<file path="config.mk">
export PLATFORM = sky130hd
export DESIGN_NAME = wb_master_arbiter
export DESIGN_NICKNAME = d
export VERILOG_FILES = /design/src/rtl/wb_master_arbiter.sv
export SDC_FILE = /design/constraint.sdc
export NUM_CORES = 1
export LEC_CHECK = 0
export CORE_MARGIN = 3
export CORE_UTILIZATION = 50
export CTS_CLUSTER_DIAMETER = 150
export DETAILED_ROUTE_END_ITERATION = 16
export DONT_BUFFER_PORTS = 1
export PLACE_DENSITY_LB_ADDON = 0.2
export SLEW_MARGIN = 20
export SYNTH_ARGS = -nofsm -noshare
export SYNTH_HDL_FRONTEND = slang
export SYNTH_SLANG_ARGS = --single-unit
export TNS_END_PERCENT = 1
</file>
<file path="constraint.sdc">
create_clock -name clk -period 1.9 [get_ports clk]
set_input_delay 0.285 -clock clk [delete_from_list [all_inputs] [get_ports clk]]
set_output_delay 0.285 -clock clk [all_outputs]
set_load 0.02 [all_outputs]
</file>
<file path="src/rtl/wb_master_arbiter.sv">
// wb_master_arbiter: two-master round-robin Wishbone arbiter with slave-ack watchdog
// Ports: clk/rst_n clock and async active-low reset; m0_wb_*/m1_wb_* master request
// inputs and routed responses; s_wb_* shared bus toward the decoder and its response;
// timeout_flag sticky watchdog event, timeout_clr its sync clear; grant one-hot owner.
module wb_master_arbiter #(
  parameter int unsigned TIMEOUT = 64
) (
  input  logic       clk,
  input  logic       rst_n,
  input  logic [7:0] m0_wb_adr_i,
  input  logic [7:0] m0_wb_dat_i,
  input  logic       m0_wb_cyc_i,
  input  logic       m0_wb_stb_i,
  input  logic       m0_wb_we_i,
  output logic [7:0] m0_wb_dat_o,
  output logic       m0_wb_ack_o,
  input  logic [7:0] m1_wb_adr_i,
  input  logic [7:0] m1_wb_dat_i,
  input  logic       m1_wb_cyc_i,
  input  logic       m1_wb_stb_i,
  input  logic       m1_wb_we_i,
  output logic [7:0] m1_wb_dat_o,
  output logic       m1_wb_ack_o,
  output logic [7:0] s_wb_adr_o,
  output logic [7:0] s_wb_dat_o,
  output logic       s_wb_cyc_o,
  output logic       s_wb_stb_o,
  output logic       s_wb_we_o,
  input  logic [7:0] s_wb_dat_i,
  input  logic       s_wb_ack_i,
  output logic       timeout_flag,
  input  logic       timeout_clr,
  output logic [1:0] grant
);
  typedef enum logic [1:0] {IDLE, OWN0, OWN1} state_t;
  state_t state_q, state_d;
  logic last_q, last_d;
  logic [7:0] cnt_q, cnt_d;
  logic flag_q, flag_d;
  logic own0, own1, o_cyc, o_stb, expire, r_ack;
  logic [7:0] r_dat;
  assign own0 = state_q == OWN0;
  assign own1 = state_q == OWN1;
  assign grant = {own1, own0};
  assign o_cyc = own0 ? m0_wb_cyc_i : own1 ? m1_wb_cyc_i : 1'b0;
  assign o_stb = own0 ? m0_wb_stb_i : own1 ? m1_wb_stb_i : 1'b0;
  // a slave ack in the expiry cycle suppresses the timeout
  assign expire = o_stb & ~s_wb_ack_i & (cnt_q == 8'(TIMEOUT - 1));
  assign s_wb_adr_o = own0 ? m0_wb_adr_i : own1 ? m1_wb_adr_i : 8'h00;
  assign s_wb_dat_o = own0 ? m0_wb_dat_i : own1 ? m1_wb_dat_i : 8'h00;
  assign s_wb_we_o = own0 ? m0_wb_we_i : own1 ? m1_wb_we_i : 1'b0;
  assign s_wb_cyc_o = o_cyc & ~expire;
  assign s_wb_stb_o = o_stb & ~expire;
  assign r_ack = s_wb_ack_i | expire;
  assign r_dat = expire ? 8'hFF : s_wb_dat_i;
  assign m0_wb_ack_o = own0 & r_ack;
  assign m1_wb_ack_o = own1 & r_ack;
  assign m0_wb_dat_o = own0 ? r_dat : 8'h00;
  assign m1_wb_dat_o = own1 ? r_dat : 8'h00;
  assign timeout_flag = flag_q;
  always_comb begin
    state_d = state_q;
    last_d = last_q;
    // last_q = 1 means m1 was served last, so m0 wins a tie
    if (state_q == IDLE)
      state_d = (m0_wb_cyc_i & (~m1_wb_cyc_i | last_q)) ? OWN0 : m1_wb_cyc_i ? OWN1 : IDLE;
    else if (~o_cyc) begin
      state_d = IDLE;
      last_d = own1;
    end
    cnt_d = (~o_stb | s_wb_ack_i | expire) ? 8'h00 : (cnt_q == 8'hFF) ? cnt_q : cnt_q + 8'h01;
    flag_d = expire | (flag_q & ~timeout_clr);
  end
  always_ff @(posedge clk or negedge rst_n) begin
    if (!rst_n) begin
      state_q <= IDLE;
      last_q <= 1'b1;
      cnt_q <= 8'h00;
      flag_q <= 1'b0;
    end else begin
      state_q <= state_d;
      last_q <= last_d;
      cnt_q <= cnt_d;
      flag_q <= flag_d;
    end
  end
endmodule

</file>
==> results of run 1 <==
## final timing paths
path | endpoint | slack, ps | depth (start not counted)
worst min-delay path | state_q[1]$_DFFE_PN0P_ | 160 | 2
max in group asynchronous | last_q$_DFFE_PN1P_ | 1100 | 1
worst max-delay path | m0_wb_dat_o[5] | -150 | 7
worst max register to register | cnt_q[5]$_DFFE_PN0P_ | 390 | 5
min in group asynchronous | state_q[1]$_DFFE_PN0P_ | 430 | 1
worst min register to register | last_q$_DFFE_PN1P_ | 520 | 2
## cell type report
class                      instances  area (um2)
clock buffer                       4        36.3
fill                             161         662
inverter                           6        22.5
multi-input combinational         92         801
sequential                        12         302
tap                               27        33.8
timing repair buffer              15         145
## cell families after synthesis
| group | Yosys count |
|---|---|
| AND/OR/NAND/NOR | 33 |
| AO/OA/AOI/OAI | 58 |
| flip-flops | 12 |
| buffers and inverters | 18 |
| adder cells (fa/ha/maj) | 1 |
## power by group through the flow
| stage | Clock [mW] | Combinational [mW] | Sequential (mW) |
|---|---|---|---|
| detailed placement | 0 | 0.488 | 0.314 |
| finish | 0.201 | 0.540 | 0.310 |
| CTS | 0.206 | 0.511 | 0.309 |
| global route | 0.218 | 0.573 | 0.316 |
| global placement | 0 | 0.481 | 0.312 |
| floorplan | 0 | 0.435 | 0.311 |
## layout by cell type (no fill, tap or decap), types with 3 or more instances in the layout
master,netlist,final
a22o_1,17,12
buf_4,2,12
o21a_4,0,11
dfrtp_1,11,11
o21a_2,0,7
inv_1,6,6
nand2_1,6,6
a21oi_1,6,6
a22o_2,0,5
nor2_1,5,5
nor2b_1,3,3
nor3_1,3,3
clkbuf_4,0,3
## flip-flops by register name, indices dropped and copies added, names as in the netlist
name / flops
cnt_q: 8
last_q: 1
state_q: 2
timeout_flag: 1
## through the flow
stage               setup WS (ps)  hold WS, ps  utilization [%]  power (mW)
floorplan                    47.2        -10.6                -       0.746
global placement              108        -10.3             57.3       0.793
detailed placement           72.9        -10.3             57.3       0.802
CTS                          -138          152             61.4        1.03
global route                 -230          158             66.9        1.11
finish                       -145          156             66.9        1.05
## routing by layer
metal	vias up	GRT usage (%)
li1	479	-
met1	490	26.6
met2	53	32.0
met3	4	2.28
met4	0	7.66
met5	-	0
## critical path, cell delays in order, from the launching register on
cell and delay, ps:
dfrtp_1 390, ha_4 180, nand3_4 90, nor2_4 140, nor4b_4 190, buf_4 180
clkbuf_16 160, o21a_4 160
## what timing repair did
action / 4_1_cts / 5_1_grt
hold buffers: 1 / 0
setup endpoints to repair: 25 / 37
setup buffers: 0 / 1
gates cloned: 0 / 1
gates resized for setup: 25 / 12
hold endpoints to repair: 12 / 0
pin swaps: 0 / 1
==> impl_metrics.tcl, run 1 <==
set metrics [dict create \
    status "finished with violations" \
    violations "negative setup slack" \
    chipHeight_um 52.5 \
    ys_seq_elements 12 \
    syn_inst 122 \
    grt_max_degree 30 \
    wl_met2_um 1600 \
    ys_types 39 \
    postLayoutSetupSlackWorst_ps -145 \
    initial_core_util_pct 54.1 \
    layout-drive-gt1-share_pct 38.0 \
    hold_class "in -> reg" \
    grt_pass1_wl_um 4040 \
    dr_wl_met3_um 267 \
    seq_power_share_pct 29.5 \
    die_width_um 52.5 \
    place_inst 149 \
    io_buffer_count 0 \
    p_comb_share_pct 51.4 \
    wl_per_cell_um 19.9 \
    syn_area_mm2 0.00108 \
    drt-pass1-iter-count 4 \
    fin_worst_skew_ps 4.73 \
    synth-edff-count 0 \
    p_leak_nw 0.522 \
    core-area_mm2 0.00200 \
    clkTransAtPathRegs_ps 70 \
    grt_pass1_vias 838 \
    synthMuxAreaShare_pct 0 \
    clk_path_buf_depth 2 \
    cp.required_ps 1620 \
    gr-total-overflow 0 \
    areaGrowthSynthToFinish_pct 23.8 \
    cts-root-buf "clkbuf_4" \
    syn_nets 173 \
    cp-end-kind "output pin" \
    met1Wirelength_um 1220 \
    setup_viol 21 \
    final_cell_count_no_fill 156 \
    crit_fanout 9 \
    drv_slew 0 \
    postSynthAreaPerCell_um2 8.87 \
    post-route-drc-count 0 \
    grt_use_total_pct 19.8 \
    num_antenna_cells 0 \
    fin_crit_sh_pct 108 \
    min_from "m1_wb_cyc_i" \
    synth.area.top_cells "dfrtp_1, a22o_1, o21a_1" \
    num_vias 1026 \
    yosys_most_used_dff "dfrtp_1" \
    postPlaceCellArea_mm2 0.00115 \
    place_congestion 0.866 \
    synth-seq-area-share_pct 27.9 \
    fin_crit_ps 2050 \
    synthXorXnorAreaFrac_pct 0 \
    grt_antenna_before_repair 0 \
    vias_per_cell 6.58 \
    reg2reg_from "cnt_q[0]$_DFFE_PN0P_" \
    routed_wl_um 3110 \
    synthSimpleGateAreaFrac_pct 19.9 \
    swShare_pct 43.4 \
    num_rows 16 \
    ys_warn_count 0 \
    crit_start "cnt_q[0]$_DFFE_PN0P_" \
    dp_hpwl_um 2250 \
    clockPowerShare_pct 19.1 \
    cp-start-kind "flop" \
    p_int_mw 0.595 \
    async_reset_ff_share_pct 100 \
    htreeDepth 1 \
    pin_count 90 \
    setup_tns_ps -2600 \
    worst-setup-path-type "reg -> out" \
    fp.dieArea_mm2 0.00276 \
    fmax_ghz 0.489 \
    tightest_slew_ps 555 \
    maxCapViolCount 0 \
    clk_latency_ps 270 \
    yosysMostFrequentCell "o21a_1" \
    hold_violations 0 \
    synth_top_cell_by_area "dfrtp_1" \
    drt_iter0_markers 22 \
    ant_nets 0 \
    rsz0062_at_grt "yes" \
    synth-compound-area-share_pct 42.3 \
    synth_top_area_share_pct 25.4 \
    cts_tree "yes" \
    peakVddDrop_mv 0.680 \
    clock-sinks 12 \
    yosys.area_share.adder_pct 1.16 \
    dr.max_layer_used "met4" \
    numCtsBuffers 3 \
    slew-limit-headroom_pct 62.9 \
    power_density_mw_per_mm2 784 \
    synth_common_cells "o21a_1, a22o_1, dfrtp_1" \
    postLayoutCellArea_mm2 0.00134 \
    switchingPower_mw 0.456 \
    final_net_count 181 \
    synth_top_family_by_area "compound AO/OA/AOI/OAI gates" \
    worstPathArrival_ps 1760 \
]
Power figures use the tool's default switching activity.
==> run 2, diff against run 1 <==
SETUP_SLACK_MARGIN = 0.2   (was default)
==> impl_metrics.tcl, run 2 (synthesized netlist as in run 1, its figures left out) <==
set metrics [dict create \
    final_util_pct 70.6 \
    grt_antenna_before_repair 0 \
    setup_viol 20 \
    routed_wl_um 3040 \
    final_net_count 182 \
    hold_violations 0 \
    areaGrowthSynthToFinish_pct 30.6 \
    drt-pass1-iter-count 4 \
    grt_pass1_wl_um 4230 \
    tightest_slew_ps 535 \
    clkTransAtPathRegs_ps 70 \
    crit_fanout 19 \
    peakVddDrop_mv 0.478 \
    status "finished with violations" \
    grt_use_total_pct 20.5 \
    layout-drive-gt1-share_pct 47.7 \
    gr-total-overflow 0 \
    worstPathArrival_ps 1740 \
    largest_reg_flops 8 \
    fin_worst_skew_ps 0.337 \
    clk_latency_ps 280 \
    ant_nets 0 \
    place_congestion 0.860 \
    grt_max_degree 30 \
    numCtsBuffers 3 \
    rsz0062_at_grt "yes" \
    grt_pass1_vias 907 \
    num_antenna_cells 0 \
    fmax_ghz 0.493 \
    worst_hold_slack_ps 169 \
    wl_per_cell_um 19.3 \
    num_vias 1025 \
    die_width_um 52.5 \
    violations "negative setup slack" \
    maxCapViolCount 0 \
    hold_class "in -> reg" \
    drt_iter0_markers 18 \
    cp.required_ps 1620 \
    fin_crit_sh_pct 107 \
    cts-root-buf "clkbuf_4" \
    final_common_cell "buf_4" \
    chipHeight_um 52.5 \
    fin_crit_ps 2030 \
    clk_path_buf_depth 2 \
    num_rows 16 \
    cp-start-kind "flop" \
    cp-end-kind "output pin" \
    post-route-drc-count 0 \
    initial_core_util_pct 54.1 \
    dp_hpwl_um 2240 \
    pin_count 90 \
    fin_total_pwr_mw 1.12 \
    slew-limit-headroom_pct 64.2 \
    postLayoutSetupSlackWorst_ps -129 \
    worst-setup-path-type "reg -> out" \
    cts_tree "yes" \
    drv_slew 0 \
    largestRegisters "cnt_q x8, state_q x2" \
    vias_per_cell 6.53 \
    core-area_mm2 0.00200 \
    top_register "cnt_q" \
    power_density_mw_per_mm2 789 \
    io_buffer_count 0 \
    layout_common_cells "buf_4, dfrtp_1, o21a_4" \
    clock-sinks 12 \
    htreeDepth 1 \
    p_leak_nw 0.569 \
    fp.dieArea_mm2 0.00276 \
]
## run 2: what timing repair did
action,CTS,global route
pin swaps,0,1
setup buffers,1,0
endpoints found under the setup margin,37,37
hold buffers,1,0
resized for setup,18,2
endpoints found under the hold margin,12,0
## run 2: metrics by stage
step | TNS [ps] | std cells | cell area [um2] | worst slack, ps
after CTS | -2290 | 157 | 1410 | -132
after floorplan | 0 | 122 | 1180 | 164
after global routing | -3820 | 157 | 1410 | -212
after global placement | 0 | 151 | 1260 | 151
final | -2200 | 157 | 1410 | -129
after detailed placement | 0 | 151 | 1260 | 97.5
## run 2: path summary, 6_finish.rpt
check                                            start                      to  slack (ps)  cells past startpoint
worst max-delay path            state_q[0]$_DFFE_PN0P_          m1_wb_dat_o[7]        -130                      5
worst min-delay path                       timeout_clr  timeout_flag$_DFF_PN0_         170                      2
worst max register to register    cnt_q[1]$_DFFE_PN0P_    cnt_q[3]$_DFFE_PN0P_         410                      6
worst min register to register  state_q[0]$_DFFE_PN0P_      last_q$_DFFE_PN1P_         520                      1
max in group asynchronous                        rst_n      last_q$_DFFE_PN1P_        1110                      1
min in group asynchronous                        rst_n    cnt_q[0]$_DFFE_PN0P_         420                      1
## run 2: layer usage
metal	GRT usage, %	up-vias	part of all wire [%]
li1	-	487	-
met1	24.1	482	38
met2	36.4	51	52
met3	3.42	5	8.9
met4	8.09	0	1.3
met5	0	-	0
## run 2: final cells by class
cell class | count | area [um2]
flip-flops and latches | 12 | 302
well taps | 27 | 33.8
multi-input cells | 92 | 877
inverters | 6 | 22.5
fillers | 155 | 588
repair buffers | 16 | 143
clock buffers | 4 | 36.3
## run 2: report_power, final
group	internal, mW	leakage (nW)	switching, mW
combinational	0.239	0.386	0.361
sequential	0.286	0.161	0.0256
clock	0.117	0.0210	0.0869
## run 2: critical path, stage by stage, from the launching register on
cell and delay [ps]:
dfrtp_1 420, and2b_4 280, a32oi_4 60, nor4b_4 300
buf_12 210, o21a_2 200
==> run 3, diff against run 2 <==
SKIP_CTS_REPAIR_TIMING = 1   (was default)
==> impl_metrics.tcl, run 3 (synthesized netlist as in run 1, its figures left out) <==
set metrics [dict create \
    grt_antenna_before_repair 0 \
    fin_crit_sh_pct 108 \
    initial_core_util_pct 54.1 \
    drt_iter0_markers 26 \
    crit_fanout 19 \
    hold_class "in -> reg" \
    maxCapViolCount 0 \
    gr-total-overflow 0 \
    fin_worst_skew_ps 0.712 \
    fp.dieArea_mm2 0.00276 \
    wl_met2_um 1480 \
    met1Wirelength_um 1150 \
    ant_nets 0 \
    place_congestion 0.860 \
    tightest_slew_ps 517 \
    fin_total_pwr_mw 1.08 \
    areaGrowthSynthToFinish_pct 25.7 \
    layout_common_cells "a22o_2, dfrtp_1, buf_4" \
    fin_crit_ps 2050 \
    dp_hpwl_um 2240 \
    path_buf_inv 1 \
    num_antenna_cells 0 \
    drt-pass1-iter-count 4 \
    largest_reg_flops 8 \
    dr_wl_met3_um 258 \
    pin_count 90 \
    postPlaceCellArea_mm2 0.00126 \
    violations "negative setup slack" \
    htreeDepth 1 \
    wl_per_cell_um 18.6 \
    cp-start-kind "flop" \
    routed_wl_um 2930 \
    worstPathArrival_ps 1770 \
    clkTransAtPathRegs_ps 70 \
    num_vias 1029 \
    cp-end-kind "output pin" \
    grt_use_total_pct 19.1 \
    setup_tns_ps -2570 \
    dr.max_layer_used "met4" \
    clk_latency_ps 280 \
    grt_pass1_wl_um 3950 \
    core-area_mm2 0.00200 \
    final_util_pct 67.9 \
    die_width_um 52.5 \
    drv_slew 0 \
    crit_chain "and2b_4 -> a32oi_4 -> nor4b_4 -> buf_12 -> o21a_2" \
    status "finished with violations" \
    max_stage_delay_ps 410 \
    peakVddDrop_mv 0.471 \
    crit_family "simple AND/OR/NAND/NOR gates" \
    hold_violations 0 \
    post-route-drc-count 0 \
    top_register "cnt_q" \
    postLayoutSetupSlackWorst_ps -154 \
    postLayoutCellArea_mm2 0.00136 \
    p_leak_nw 0.531 \
    rsz0062_at_grt "yes" \
    worst-setup-path-type "reg -> out" \
    clk_path_buf_depth 2 \
    numCtsBuffers 3 \
    cts_tree "yes" \
    final_net_count 182 \
    num_rows 16 \
    grt_max_degree 30 \
    chipHeight_um 52.5 \
    io_buffer_count 0 \
    cpMaxStageDelayCell "dfrtp_1" \
    layout-drive-gt1-share_pct 48.5 \
    clock-sinks 12 \
    cts-root-buf "clkbuf_4" \
    fmax_ghz 0.487 \
    power_density_mw_per_mm2 796 \
    slew-limit-headroom_pct 65.4 \
    largestRegisters "cnt_q x8, state_q x2" \
    grt_pass1_vias 866 \
    setup_viol 20 \
    vias_per_cell 6.55 \
    cp.required_ps 1620 \
    fill_cells 159 \
    final_common_cell "a22o_2" \
]
-- run 3: cell counts in the layout (fill, tap and decap cells not counted) --
Identical to the previous run, type by type.
-- run 3: metal layers --
metal / track usage, % / vias to the layer above
met1: 22.8 / 493
met3: 3.13 / 5
li1: - / 486
met4: 9.36 / 0
met2: 32.6 / 45
met5: 0 / -
-- run 3: area by class of cell --
| cell class | instances | area, um2 | share of cell area, % |
|---|---|---|---|
| multi-input cells | 92 | 812 | 59.7 |
| clock buffers | 4 | 36.3 | 2.67 |
| repair buffers | 16 | 154 | 11.3 |
| flip-flops and latches | 12 | 302 | 22.2 |
| well taps | 27 | 33.8 | 2.48 |
| inverters | 6 | 22.5 | 1.66 |
-- run 3: metrics by stage --
stage,hold slack [ps],instances,setup slack [ps]
after global placement,-10.2,151,151
after global routing,192,157,-241
after floorplan,-10.6,122,164
final,168,157,-154
after CTS,-308,155,-212
after detailed placement,-10.2,151,97.5
-- run 3: worst paths after layout --
check	from	cells past startpoint	slack [ps]	endpoint
worst max register to register	cnt_q[1]$_DFFE_PN0P_	6	400	cnt_q[3]$_DFFE_PN0P_
worst min-delay path	timeout_clr	2	170	timeout_flag$_DFF_PN0_
worst max-delay path	state_q[0]$_DFFE_PN0P_	5	-150	m1_wb_dat_o[7]
min in group asynchronous	rst_n	1	410	cnt_q[1]$_DFFE_PN0P_
worst min register to register	state_q[0]$_DFFE_PN0P_	1	510	last_q$_DFFE_PN1P_
max in group asynchronous	rst_n	1	1120	last_q$_DFFE_PN1P_
-- run 3: power breakdown --
group	switching [mW]	leakage, nW	internal [mW]
logic	0.350	0.348	0.219
registers	0.0248	0.161	0.286
clock network	0.0870	0.0210	0.117
total	0.461	0.531	0.621
==> variant 1 (flow settings as in run 1) <==
Re-encode `state_t` (3 states) as one-hot, 3 bits wide.
--- a/src/rtl/wb_master_arbiter.sv
+++ b/src/rtl/wb_master_arbiter.sv
@@ -32,7 +32,7 @@
   input  logic       timeout_clr,
   output logic [1:0] grant
 );
-  typedef enum logic [1:0] {IDLE, OWN0, OWN1} state_t;
+  typedef enum logic [2:0] {IDLE = 3'b001, OWN0 = 3'b010, OWN1 = 3'b100} state_t;
   state_t state_q, state_d;
   logic last_q, last_d;
   logic [7:0] cnt_q, cnt_d;
Check against the original RTL: no difference found for any inputs over 10 cycles, from zero or initial values and one cycle with rst_n low; not proved beyond that.
==> variant 1 against run 1 <==
Clock power shrank 13%; die area grew 11%; core utilization shrank 3.3 points; largest cell class unchanged; routed wire length grew 11%; worst setup slack lost 210 ps; design area grew 7.1%; highest routed layer is now met3; sequential cell count grew 1; critical path type unchanged; first-iteration DRC count grew 73%; the run still ends with negative setup slack left; power grew 16%; synthesized area grew 12%.
==> variant 1: results (changes against run 1) <==
vias in the first global route=1131 (+35%); Initial DRC Count=38 (+73%); overall routing resource usage=21.78% (+2.0 points); sequential share of the synthesized area=27.04% (-0.82 points); Worst Setup Slack, final=-354.5 ps (-209.1 ps); Finished Layout Cells=184 (+18%); layout cell share with drive strength beyond 1=35.90% (-2.1 points); WL per Instance=18.70 microns (-6.2%); compound-gate portion of the synthesized area=38.18% (-4.1 points); failing checks=negative setup slack; Fin Clk Skew=2.474 ps (-2.258 ps); top cells by count, synth=a22o_1 (17), a21o_1 (16), dfrtp_1 (11), a21oi_1 (10), nor2_1 (10); fill count=192 (+19%); RePlAce Congestion=0.8384 (-3.1%); Mapped Nets=193 (+12%); M1 GR Usage=25.44% (-1.2 points); largest net degree at the start of global routing=27 (-10%); Slowest Stage Delay on Critical Path=530 ps (+140 ps); worst-path fanout max=8 (-1); Synth Area in Adders=1.032% (-0.12 points); WHS=103.0 ps (-52.70 ps); status=complete, but fails checks; Slew @ Worst Pin=617.6 ps (+62.22 ps); Worst EP arrival=1970 ps (+210 ps); Reg2Reg Setup Slack=300 ps (-90 ps); Worst VDD drop=0.6297 mV (-7.3%); Setup violations, final=37 (+76%)
[variant 1: cell count changes in the layout (fill, tap and decap cells not counted), sizes merged, moves of 3 or more]
cell	delta
a21o	+16
a21oi	+4
a31oi	+3
buf	+7
clkinv	+3
inv	-4
nand2b	+3
nand3b	+3
nor2	+4
nor3	+3
o21a	-18
[variant 1: timing repair]
item,in CTS,in global routing
endpoints found under the setup margin,39,39
pin swaps,2,1
hold buffers,1,0
gates resized for setup,17,6
endpoints found under the hold margin,13,0
[variant 1: layout make-up]
type	instances	area, sq um	area share (%)
Multi-Input combinational cell	114	862.1	60.07
Sequential cell	13	327.8	22.84
Timing Repair Buffer	21	167.7	11.68
Tap cell	28	35.03	2.441
Clock buffer	3	22.52	1.569
Inverter	4	15.01	1.046
Clock inverter	1	5.005	0.3487
[variant 1: cell families after synthesis]
logic type / count (synthesis)
flops: 13
buf+inv: 15
fa+ha+maj: 1
compound gates: 63
simple gates: 50
[variant 1: power by group through the flow]
| stage | registers, mW | logic, mW | clock network [mW] |
|---|---|---|---|
| floorplan | 0.359 | 0.556 | 0 |
| global placement | 0.371 | 0.617 | 0 |
| detailed placement | 0.374 | 0.627 | 0 |
| CTS | 0.370 | 0.660 | 0.183 |
| global route | 0.380 | 0.715 | 0.198 |
| finish | 0.370 | 0.669 | 0.175 |
[variant 1: metal layers]
metal  share of wire, %  up-vias
met4                  0        0
met1                 39      583
met2                 55       45
met5                  0        -
met3                6.7        0
li1                   -      572
[variant 1: final timing paths]
check / startpoint / to / cells past startpoint
max in group asynchronous: rst_n / cnt_q[4] / 1
worst min-delay path: timeout_clr / timeout_flag / 1
worst max-delay path: cnt_q[1] / m1_wb_dat_o[3] / 5
worst min register to register: last_q / last_q / 2
min in group asynchronous: rst_n / cnt_q[1] / 1
worst max register to register: state_q[1] / cnt_q[7] / 5
==> variant 2 (settings of run 1) <==
Made on the original files. `TIMEOUT`: 64 -> 32.
--- a/src/rtl/wb_master_arbiter.sv
+++ b/src/rtl/wb_master_arbiter.sv
@@ -3,7 +3,7 @@
 // inputs and routed responses; s_wb_* shared bus toward the decoder and its response;
 // timeout_flag sticky watchdog event, timeout_clr its sync clear; grant one-hot owner.
 module wb_master_arbiter #(
-  parameter int unsigned TIMEOUT = 64
+  parameter int unsigned TIMEOUT = 32
 ) (
   input  logic       clk,
   input  logic       rst_n,
Formal check against the unedited RTL: same outputs for any inputs over 10 cycles, from zero or initial values and one cycle with rst_n low; that may be too few to reach the edited logic, so the function may still have changed.
==> variant 2 against run 1 <==
The run still ends with negative setup slack left; critical path depth down 2; core utilization up 7.4 points; hold slack worse by 57 ps; synthesized area down 1.3%; design area up 11%; largest cell class unchanged; routed wire length up 21%; worst setup slack better by 99 ps; power up 7.1%; sequential cell count unchanged.
==> variant 2: results (changes against run 1) <==
Worst VDD drop=0.5073 mV (-25%); sequential share of the synthesized area=28.22% (+0.36 points); antenna cells=0 (unchanged); WL per Instance=20.14 microns (+1.1%); layout net count=212 (+17%); DP HPWL=2575 microns (+15%); drt total wl=3766 microns (+21%); Slowest Stage Delay on Critical Path=370 ps (-20 ps); top cells by count, synth=a21oi_1 (24), a22o_1 (17), inv_1 (13), dfrtp_1 (11), nand2_1 (7); Synth area leaders=dfrtp_1 (26%), a22o_1 (14%), a21oi_1 (11%); Initial DRC Count=34 (+55%); largest net degree at the start of global routing=21 (-30%); Worst Setup Slack, final=-46.48 ps (+98.85 ps); overall routing resource usage=24.86% (+5.1 points); CP delay by family, top=flip-flops; first-pass GRT wire length=5023 microns (+24%); Slew @ Worst Pin=546.3 ps (-9.078 ps); Worst EP arrival=1660 ps (-100 ps); Cells after Synth=130 (+6.6%); Mapped Nets=181 (+4.6%); Die Span X=52.23 microns (-0.56%); compound-gate portion of the synthesized area=35.01% (-7.3 points); vias in the first global route=1087 (+30%); vias per cell=6.529 (-0.72%); placed insts=174 (+17%); Fin Clk Skew=1.355 ps (-3.377 ps); Setup violations, final=9 (-57%); failing checks=negative setup slack; RePlAce Congestion=0.8510 (-1.7%); layout cell share with drive strength beyond 1=47.50% (+9.5 points); P_int=0.6214 mW (+4.5%); Longest Clk Path Bufs=2 (unchanged); Synth Area in Adders=1.171% (+0.015 points); status=complete, but fails checks
==> variant 2: metal layers <==
metal | vias up | GRT usage (%) | part of all wire (%)
met1 | 596 | 29.34 | 37
li1 | 551 | - | -
met4 | 0 | 11.49 | 2.8
met3 | 12 | 5.128 | 7.6
met5 | - | 0 | 0
met2 | 62 | 42.89 | 52
==> variant 2: worst reg2reg max path: stages (launching register included) <==
cell and delay, ps:
dfrtp_1 370, ha_1 180, and4_4 340, o211ai_4 140, buf_4 170, buf_4 120, o21ai_1 80
==> variant 2: cell type report <==
cell class / count / area (sq um)
sequential: 12 / 301.5
clock buffer: 4 / 36.28
timing repair buffer: 35 / 285.3
tap: 27 / 33.78
multi-input combinational: 95 / 774.5
fill: 149 / 513.0
inverter: 14 / 57.56
==> variant 2: stage by stage <==
stage	power (mW)	setup TNS (ps)	worst slack, ps	hold slack (ps)	cell area [sq um]
after floorplan	0.7221	-4.190	-4.190	-10.59	1072
after global placement	0.8343	0	2.956	-10.30	1234
after detailed placement	0.8458	-1112	-99.49	-10.33	1234
after CTS	1.075	-28.97	-14.52	99.34	1369
after global routing	1.183	-1270	-139.2	85.93	1489
final	1.125	-152.2	-46.48	99.19	1489
==> variant 2: kinds of logic (layout without fill, tap and decap cells) <==
group / after synthesis / in the layout
adder cells (fa/ha/maj): 1 / 1
flip-flops: 12 / 12
buffers and inverters: 26 / 53
AND/OR/NAND/NOR: 36 / 36
AO/OA/AOI/OAI: 55 / 58
==> variant 2: path summary, 6_finish.rpt <==
path	endpoint	cells after the start	start	slack, ps
worst max register to register	timeout_flag	6	cnt_q[1]	440
worst min register to register	last_q	2	last_q	540
min in group asynchronous	cnt_q[4]	1	rst_n	430
worst max-delay path	m0_wb_dat_o[2]	5	cnt_q[1]	-50
worst min-delay path	timeout_flag	1	timeout_clr	100
max in group asynchronous	last_q	1	rst_n	1100
==> variant 2: what timing repair did <==
action                     4_1_cts  5_1_grt
buffers inserted                 3        2
hold endpoints to repair        12        0
pin swaps                       14        6
hold buffers                     1        0
setup endpoints to repair       27       29
gates cloned                     2        1
gates resized for setup         11       24
==> variant 2: power groups by stage <==
stage / Combinational (mW) / Sequential (mW) / Clock, mW
final: 0.613 / 0.310 / 0.202
after global routing: 0.647 / 0.313 / 0.222
after CTS: 0.564 / 0.308 / 0.203
after detailed placement: 0.532 / 0.314 / 0
after global placement: 0.523 / 0.311 / 0
after floorplan: 0.412 / 0.310 / 0
